$ cat config.mk
export PLATFORM = sky130hd
export DESIGN_NAME = data_memory_bist
export DESIGN_NICKNAME = d
export VERILOG_FILES = /design/src/rtl/data_memory_bist.sv
export SDC_FILE = /design/constraint.sdc
export NUM_CORES = 1
export LEC_CHECK = 0
export ABC_CLOCK_PERIOD_IN_PS = 9800
export CORE_ASPECT_RATIO = 0.7
export CORE_MARGIN = 5
export CORE_UTILIZATION = 55
export CTS_BUF_LIST = sky130_fd_sc_hd__clkbuf_4 sky130_fd_sc_hd__clkbuf_8
export CTS_CLUSTER_SIZE = 25
export DETAILED_ROUTE_END_ITERATION = 16
export GPL_ROUTABILITY_DRIVEN = 0
export GPL_TIMING_DRIVEN = 0
export PLACE_DENSITY = 0.81
export SYNTH_ARGS = -nofsm -noshare
export SYNTH_HDL_FRONTEND = slang
export SYNTH_SLANG_ARGS = --single-unit
$ cat constraint.sdc
create_clock -name mclk -period 9.8 [get_ports mclk]
set_input_delay 1.96 -clock mclk [delete_from_list [all_inputs] [get_ports mclk]]
set_output_delay 1.96 -clock mclk [all_outputs]
set_load 0.02 [all_outputs]
$ cat src/rtl/data_memory_bist.sv
// March-style self-test for data_memory: ascending write, ascending read/invert, descending read.
// Define BIST_STOP_ON_FAIL_EN to halt at the first mismatch and discard in-flight compares.

module data_memory_bist #(
    parameter int unsigned DATA_WIDTH   = 16,
    parameter int unsigned ADDR_WIDTH   = 16,
    parameter int unsigned DEPTH        = 8,
    parameter int unsigned READ_LATENCY = 1,
    parameter logic [15:0] SEED         = 16'hA5A5,
    parameter int unsigned ERR_WIDTH    = 8
) (
    input  logic                  mclk,
    input  logic                  rst,
    input  logic                  start,
    output logic [ADDR_WIDTH-1:0] mem_addr,
    output logic [DATA_WIDTH-1:0] mem_val,
    output logic                  mem_get,
    output logic                  mem_set,
    input  logic [DATA_WIDTH-1:0] mem_out,
    output logic                  busy,
    output logic                  done,
    output logic                  pass,
    output logic [ERR_WIDTH-1:0]  err_count,
    output logic [ADDR_WIDTH-1:0] fail_addr,
    output logic [15:0]           disp_val
);

    typedef enum logic [2:0] {StIdle, StWUp, StRwUp, StRDown, StDrain, StDone} state_e;

    typedef struct packed {
        logic                  valid;
        logic [DATA_WIDTH-1:0] exp_data;
        logic [ADDR_WIDTH-1:0] addr;
    } cmp_t;

    localparam logic [ADDR_WIDTH-1:0] LastAddr  = ADDR_WIDTH'(DEPTH - 1);
    localparam logic [2:0]            LastDrain = 3'(READ_LATENCY - 1);

    function automatic logic [DATA_WIDTH-1:0] pattern(input logic [ADDR_WIDTH-1:0] a);
        return DATA_WIDTH'(a) ^ DATA_WIDTH'(SEED);
    endfunction

    state_e                state_q, state_d;
    logic [ADDR_WIDTH-1:0] addr_q, addr_d;
    logic                  phase_q, phase_d;
    logic [2:0]            drain_q, drain_d;
    logic [DATA_WIDTH-1:0] exp_q, exp_d;

    logic [ADDR_WIDTH-1:0] mem_addr_d, fail_addr_d;
    logic [DATA_WIDTH-1:0] mem_val_d;
    logic                  mem_get_d, mem_set_d, busy_d, done_d, pass_d;
    logic [ERR_WIDTH-1:0]  err_d;
    logic [15:0]           disp_d;
    logic [7:0]            err8, fa8;

    cmp_t cur, cmp;
    logic mismatch, flush;

    // The tuple describing this cycle's access; delayed to line up with mem_out.
    assign cur      = '{valid: mem_get, exp_data: exp_q, addr: mem_addr};
    assign mismatch = cmp.valid && (mem_out != cmp.exp_data);

`ifdef BIST_STOP_ON_FAIL_EN
    assign flush = mismatch;
`else
    assign flush = 1'b0;
`endif

    generate
        if (READ_LATENCY == 0) begin : g_no_pipe
            assign cmp = cur;
        end else begin : g_pipe
            cmp_t pipe_q [READ_LATENCY];

            always_ff @(posedge mclk or posedge rst) begin
                if (rst) begin
                    for (int i = 0; i < READ_LATENCY; i++) pipe_q[i] <= '0;
                end else if (flush) begin
                    for (int i = 0; i < READ_LATENCY; i++) pipe_q[i] <= '0;
                end else begin
                    pipe_q[0] <= cur;
                    for (int i = 1; i < READ_LATENCY; i++) pipe_q[i] <= pipe_q[i-1];
                end
            end

            assign cmp = pipe_q[READ_LATENCY-1];
        end
    endgenerate

    always_comb begin
        state_d     = state_q;
        addr_d      = addr_q;
        phase_d     = phase_q;
        drain_d     = drain_q;
        err_d       = err_count;
        fail_addr_d = fail_addr;

        case (state_q)
            StIdle, StDone: begin
                if (start) begin
                    state_d     = StWUp;
                    addr_d      = '0;
                    phase_d     = 1'b0;
                    err_d       = '0;
                    fail_addr_d = '0;
                end
            end
            StWUp: begin
                if (addr_q == LastAddr) begin
                    state_d = StRwUp;
                    addr_d  = '0;
                    phase_d = 1'b0;
                end else begin
                    addr_d = addr_q + 1'b1;
                end
            end
            StRwUp: begin
                if (!phase_q) begin
                    phase_d = 1'b1;
                end else begin
                    phase_d = 1'b0;
                    if (addr_q == LastAddr) begin
                        state_d = StRDown;
                        addr_d  = LastAddr;
                    end else begin
                        addr_d = addr_q + 1'b1;
                    end
                end
            end
            StRDown: begin
                if (addr_q == '0) begin
                    drain_d = '0;
                    state_d = (READ_LATENCY == 0) ? StDone : StDrain;
                end else begin
                    addr_d = addr_q - 1'b1;
                end
            end
            StDrain: begin
                if (drain_q == LastDrain) state_d = StDone;
                else                      drain_d = drain_q + 1'b1;
            end
            default: state_d = StIdle;
        endcase

        if (mismatch) begin
            if (!(&err_count)) err_d = err_count + 1'b1;
            if (err_count == '0) fail_addr_d = cmp.addr;
`ifdef BIST_STOP_ON_FAIL_EN
            state_d = StDone;
`endif
        end

        // Outputs are registered, so decode them from the next state.
        mem_get_d  = 1'b0;
        mem_set_d  = 1'b0;
        mem_val_d  = '0;
        mem_addr_d = '0;
        exp_d      = '0;
        case (state_d)
            StWUp: begin
                mem_set_d  = 1'b1;
                mem_addr_d = addr_d;
                mem_val_d  = pattern(addr_d);
            end
            StRwUp: begin
                mem_addr_d = addr_d;
                if (!phase_d) begin
                    mem_get_d = 1'b1;
                    exp_d     = pattern(addr_d);
                end else begin
                    mem_set_d = 1'b1;
                    mem_val_d = ~pattern(addr_d);
                end
            end
            StRDown: begin
                mem_get_d  = 1'b1;
                mem_addr_d = addr_d;
                exp_d      = ~pattern(addr_d);
            end
            default: ;
        endcase

        busy_d = (state_d == StWUp) || (state_d == StRwUp) ||
                 (state_d == StRDown) || (state_d == StDrain);
        done_d = (state_d == StDone);
        pass_d = done_d && (err_d == '0);
        err8   = 8'(err_d);
        fa8    = 8'(fail_addr_d);
        disp_d = (done_d && !pass_d) ? {fa8, err8} : 16'h0000;
    end

    always_ff @(posedge mclk or posedge rst) begin
        if (rst) begin
            state_q   <= StIdle;
            addr_q    <= '0;
            phase_q   <= 1'b0;
            drain_q   <= '0;
            exp_q     <= '0;
            mem_addr  <= '0;
            mem_val   <= '0;
            mem_get   <= 1'b0;
            mem_set   <= 1'b0;
            busy      <= 1'b0;
            done      <= 1'b0;
            pass      <= 1'b0;
            err_count <= '0;
            fail_addr <= '0;
            disp_val  <= '0;
        end else begin
            state_q   <= state_d;
            addr_q    <= addr_d;
            phase_q   <= phase_d;
            drain_q   <= drain_d;
            exp_q     <= exp_d;
            mem_addr  <= mem_addr_d;
            mem_val   <= mem_val_d;
            mem_get   <= mem_get_d;
            mem_set   <= mem_set_d;
            busy      <= busy_d;
            done      <= done_d;
            pass      <= pass_d;
            err_count <= err_d;
            fail_addr <= fail_addr_d;
            disp_val  <= disp_d;
        end
    end

endmodule

* After elaboration in Yosys (flattened, before gate mapping)
Cells that the tools add are included.
** Storage, ports and cells
- Bits in latches :: 0
- Memories :: 0
- Input bits :: 19
- RAM bits :: 0
- ROM bits :: 0
- Register bits after elaboration :: 149
** Operators by class
- Shift-type cells :: 0
- Multiplexer cells :: 38
- Equality and inequality tests :: 14
- Add/subtract/negate cells :: 4
- Order comparisons :: 0
- Divide/modulo/power cells :: 0
- Bitwise operators :: 2
- Reduce and logical (&&, ||, !) cells :: 17
- Multipliers :: 0
** Operators by type and width (number)
- $mux 16 :: 13
- $pmux 16 s2 :: 2
- $pmux 16 s4 :: 1
- $mux 8 :: 4
- $mux 3 :: 8
- $add 16x1->16 const B :: 1
- $eq 16x3->1 const B :: 1
- $logic_not 16->1 :: 1
- $logic_not 8->1 :: 2
- $ne 16x16->1 :: 1
- $not 16->16 :: 1
- $sub 16x1->16 const B :: 1
- $pmux 3 s5 :: 1
- $eq 3x2->1 const B :: 4
- $eq 3x3->1 const B :: 4
- $add 8x1->8 const B :: 1
- $not 8->8 :: 1
- $reduce_and 8->1 :: 1
- $eq 3x1->1 const B :: 2
- $logic_not 3->1 :: 2
- $pmux 3 s2 :: 1
- $mux 1 :: 5
- $ne 2x2->1 const B :: 2
- $pmux 1 s2 :: 2
- 9 further kinds :: 13

* Depth between registers and ports, before layout
- Word-level depth :: 10
- Gate-level depth with buffers :: 11
- Mapped depth without buffers :: 9

* Worst setup path before layout
No wires, ideal clock.
- Path type :: in2reg
- Start point :: input mem_out[10]
- End point :: register pass
- Path slack :: 5.890 ns
- Buffers on the path :: 1
- Data arrival time :: 3.791 ns
- Required time :: 9.681 ns
- Cell stages on the path :: 8
- Library setup time :: 0.119 ns
- Cell sequence :: xnor2_1 -> nand4_1 -> o41ai_2 -> buf_2 -> nor3_1 -> nor3b_1 -> nor4_4 -> and2_1
** Between the ends
- Cells in the longest elaborated chain, start to end :: 5
** Ends and longest elaborated chain
- from (decl) :: RTL line 19 : input logic [DATA_WIDTH-1:0] mem_out,
- $ne 16x16->1 :: RTL line 61 : assign mismatch = cmp.valid && (mem_out != cmp.exp_data);
- $logic_and 1x1->1 :: RTL line 61
- $mux 8 :: RTL line 145 : if (mismatch) begin
- $logic_not 8->1 :: RTL line 186 : pass_d = done_d && (err_d == '0);
- $logic_and 1x1->1 :: RTL line 186
- via pass_d :: RTL line 51 : logic mem_get_d, mem_set_d, busy_d, done_d, pass_d;
- to (signal assigned) :: RTL line 221 : pass <= pass_d;
- to (decl) :: RTL line 22 : output logic pass,
The timed path passes the listed nets, and every way through them passes these cells.
A chain may end at the register's enable or synchronous reset.

* Final worst setup path
- Start point :: input mem_out[11]
- End point :: register fail_addr[9]
** Between the ends
- Cells in the longest elaborated chain, start to end :: 3
** Ends and longest elaborated chain
- $ne 16x16->1 :: RTL line 61
- $logic_and 1x1->1 :: RTL line 61
- $mux 16 :: RTL line 145
- via fail_addr_d[9] :: RTL line 49 : logic [ADDR_WIDTH-1:0] mem_addr_d, fail_addr_d;
- to (signal assigned) :: RTL line 223 : fail_addr <= fail_addr_d;
- to (decl) :: RTL line 24 : output logic [ADDR_WIDTH-1:0] fail_addr,
The timed path passes the listed nets, and every way through them passes these cells.

==> impl_metrics.ini <==
[run_status]
outcome = finished, final reports clean

[cts]
hold_buffers = 0
clkSinkCount = 149
root_buffer = clkbuf_8
insertion_delay_ps = 440
cts_tree = built
htree_levels = 4
ctsLongestPathBuffers = 2
cts_buffers = 17
cts_post_setup_buffers_inserted = 0
path_clk_slew_ps = 80
cts_resized = 0

[sta]
period_share = 0.4805
worst_pin_slew_ps = 1063
tns_ps = 0
rsz0062_at_grt = false
hold_ws_ps = 350.5
relSlewSlack = 0.2811
finalHoldViolCount = 0
finClkSkew_ps = 8.682
setup_violations = 0
period_needed_ps = 4708
fmax_mhz = 212.4
slew_violations = 0

[final_layout]
nFillCells = 833
seqCellArea_um2 = 3729
nets = 729
layout_common_cells = dfrtp_1 (149), clkdlybuf4s50_1 (95), nand2_1 (78), mux2i_1 (37), nor2_1 (32)
multi_input_area_um2 = 2554
mostFrequentLayoutCell = dfrtp_1
syn2layout_area_growth_pct = 24.57
drive_gt1_frac = 0.09078
antenna_cells = 0
stdcell_count = 873

[routing]
dr.first_iter.drc_count = 555
vias_per_cell = 5.942
wire_per_inst_um = 18.09
drt_pass1_iterations = 6
ant_nets = 0
routed_wl_um = 15790
drc = 0
num_vias = 5187

[global_routing]
grt_max_degree = 82
grt_antenna_before_repair = 0
grt_pass1_wl_um = 25910
overflow = 0
grt_use_total = 0.2323
grt_pass1_vias = 5169

[worst_setup_path]
cp-startpoint = mem_out[11]
path_cells = clkdlybuf4s50_1 > xnor2_1 > nand4_1 > o41ai_2 > nor3_1 > clkbuf_1 > clkbuf_1 > nand2_1 > o21ai_0
crit_path_frequent_cell = clkbuf_1
crit_end = fail_addr[9]
worst-path-max-fanout = 10
slowest_stage = o41ai_2
worstPathRequired_ps = 10100
start_kind = input pin
r2r_slack_ps = 6370
r2r_cells = 8
arrival_ps = 5010
r2r_end = mem_val[10]
timing.rr.start = addr_q[1]
end_kind = flip-flop
max_stage_delay_ps = 1000
worstSetupPathType = input pin to flip-flop

[placement]
io_buffers = 95
dp_hpwl_um = 11240
placedCellCount = 842

[floorplan]
num_io_pins = 96
die_height_um = 100.9
die-area_um2 = 14100
start_util = 0.5572
dieWidth_um = 139.8
fp.coreArea_um2 = 11640
num_rows = 33

[yosys]
async_reset_ff_frac = 1.000
ys_seq_area_frac = 0.5747
syn_nets = 614
synthCells = 589
syn_area_per_cell_um2 = 11.01
synthTopCellsByArea = dfrtp_1 (57%), mux2i_1 (5.7%), nand2_1 (4.5%), and2_1 (2.7%), xnor2_1 (2.4%)
synth_top_cell_area_share = 0.5747
syn_area_um2 = 6487
synth_ff_type = dfrtp_1
ys_ff_latch = 149
yosysWarnings = 0
synth_area_leader_cell = dfrtp_1
synth-edff-count = 0
yosysUniqueCellTypes = 67

[hold_path]
holdCritPathClass = flip-flop to flip-flop

[pwr]
p_per_area_nw_per_um2 = 310.7
leakagePower_nw = 3.561
max-vdd-ir-drop_mv = 0.1966

[flow_run]
maxCapViolations = 0
## where the power goes
part           switching, mW  leakage [nW]  internal [mW]  total [mW]
sequential             0.118          1.98          0.807       0.925
clock                  0.229         0.212          0.264       0.493
combinational          0.654          1.36          0.440        1.09
## synthesized netlist by cell type (all sizes together) (3+ instances only)
cell	number
dfrtp	149
nand2	78
mux2i	40
nor2	32
and2	29
o21ai	27
inv	24
a21oi	22
nor3	18
xnor2	18
clkbuf	16
nand3	12
buf	9
nand4	8
nor4	8
ha	6
o221ai	6
o22ai	6
a211oi	5
a221oi	5
and3	5
a21boi	4
a22oi	4
o31ai	4
or2	4
a21o	3
nand3b	3
nor2b	3
nor3b	3
nor4b	3
o21a	3
or3	3
## layout make-up
cell class              instances  area share
multi-input cells             391      0.3160
well taps                     157     0.02431
clock inverters                12     0.01889
inverters                      24     0.01177
plain buffers                  25     0.01424
clock buffers                  19     0.03236
repair buffers                 96      0.1211
flip-flops and latches        149      0.4614
## layer usage
metal  share of wire  GRT usage  vias to the layer above
li1                -          -                     2293
met1            0.41     0.3053                     2546
met4           0.017    0.06478                        0
met3           0.093    0.07729                       41
met5               0          0                        -
met2            0.48     0.3753                      307
## worst min path at each step
stage,from,endpoint,slack (ps),depth (start not counted)
CTS,exp_q[13],cmp[29],350,0
global route,exp_q[13],cmp[29],360,0
finish,exp_q[13],cmp[29],350,0
global placement,exp_q[11],cmp[27],340,0
detailed placement,exp_q[13],cmp[29],340,0
floorplan,exp_q[0],cmp[16],330,0
## stage by stage
step	utilization	power, mW	setup slack (ps)	instance area, um2
after floorplan	-	1.615	3832	6487
after global placement	0.6557	1.958	2193	7635
after detailed placement	0.6585	2.002	4735	7667
after CTS	0.6941	2.505	5153	8082
after global routing	0.6941	2.648	4941	8082
final	0.6941	2.511	5092	8082
## cells by family after synthesis
kind of cell | count (synthesis) | share of synthesized area
XOR/XNOR | 20 | 0.02700
buffers and inverters | 49 | 0.03163
flip-flops | 149 | 0.5747
adder cells (fa/ha/maj) | 6 | 0.01157
multiplexers | 42 | 0.06692
AO/OA/AOI/OAI | 107 | 0.1161
AND/OR/NAND/NOR | 216 | 0.1720
## worst max-delay path: cells and delay by family
| kind | cells | cell delay, ps |
|---|---|---|
| simple gates | 3 | 710 |
| buf+inv | 3 | 1090 |
| xor+xnor | 1 | 130 |
| compound gates | 2 | 1100 |
## registers in the layout (all words and copies together) (netlist names)
register,cells
cmp,33
busy,1
state_q,3
mem_set,1
drain_q,3
mem_get,1
pass,1
fail_addr,16
disp_val,16
mem_addr,16
done,1
mem_val,16
phase_q,1
err_count,8
exp_q,16
addr_q,16
Note: power is estimated with default switching activity, not from simulation.
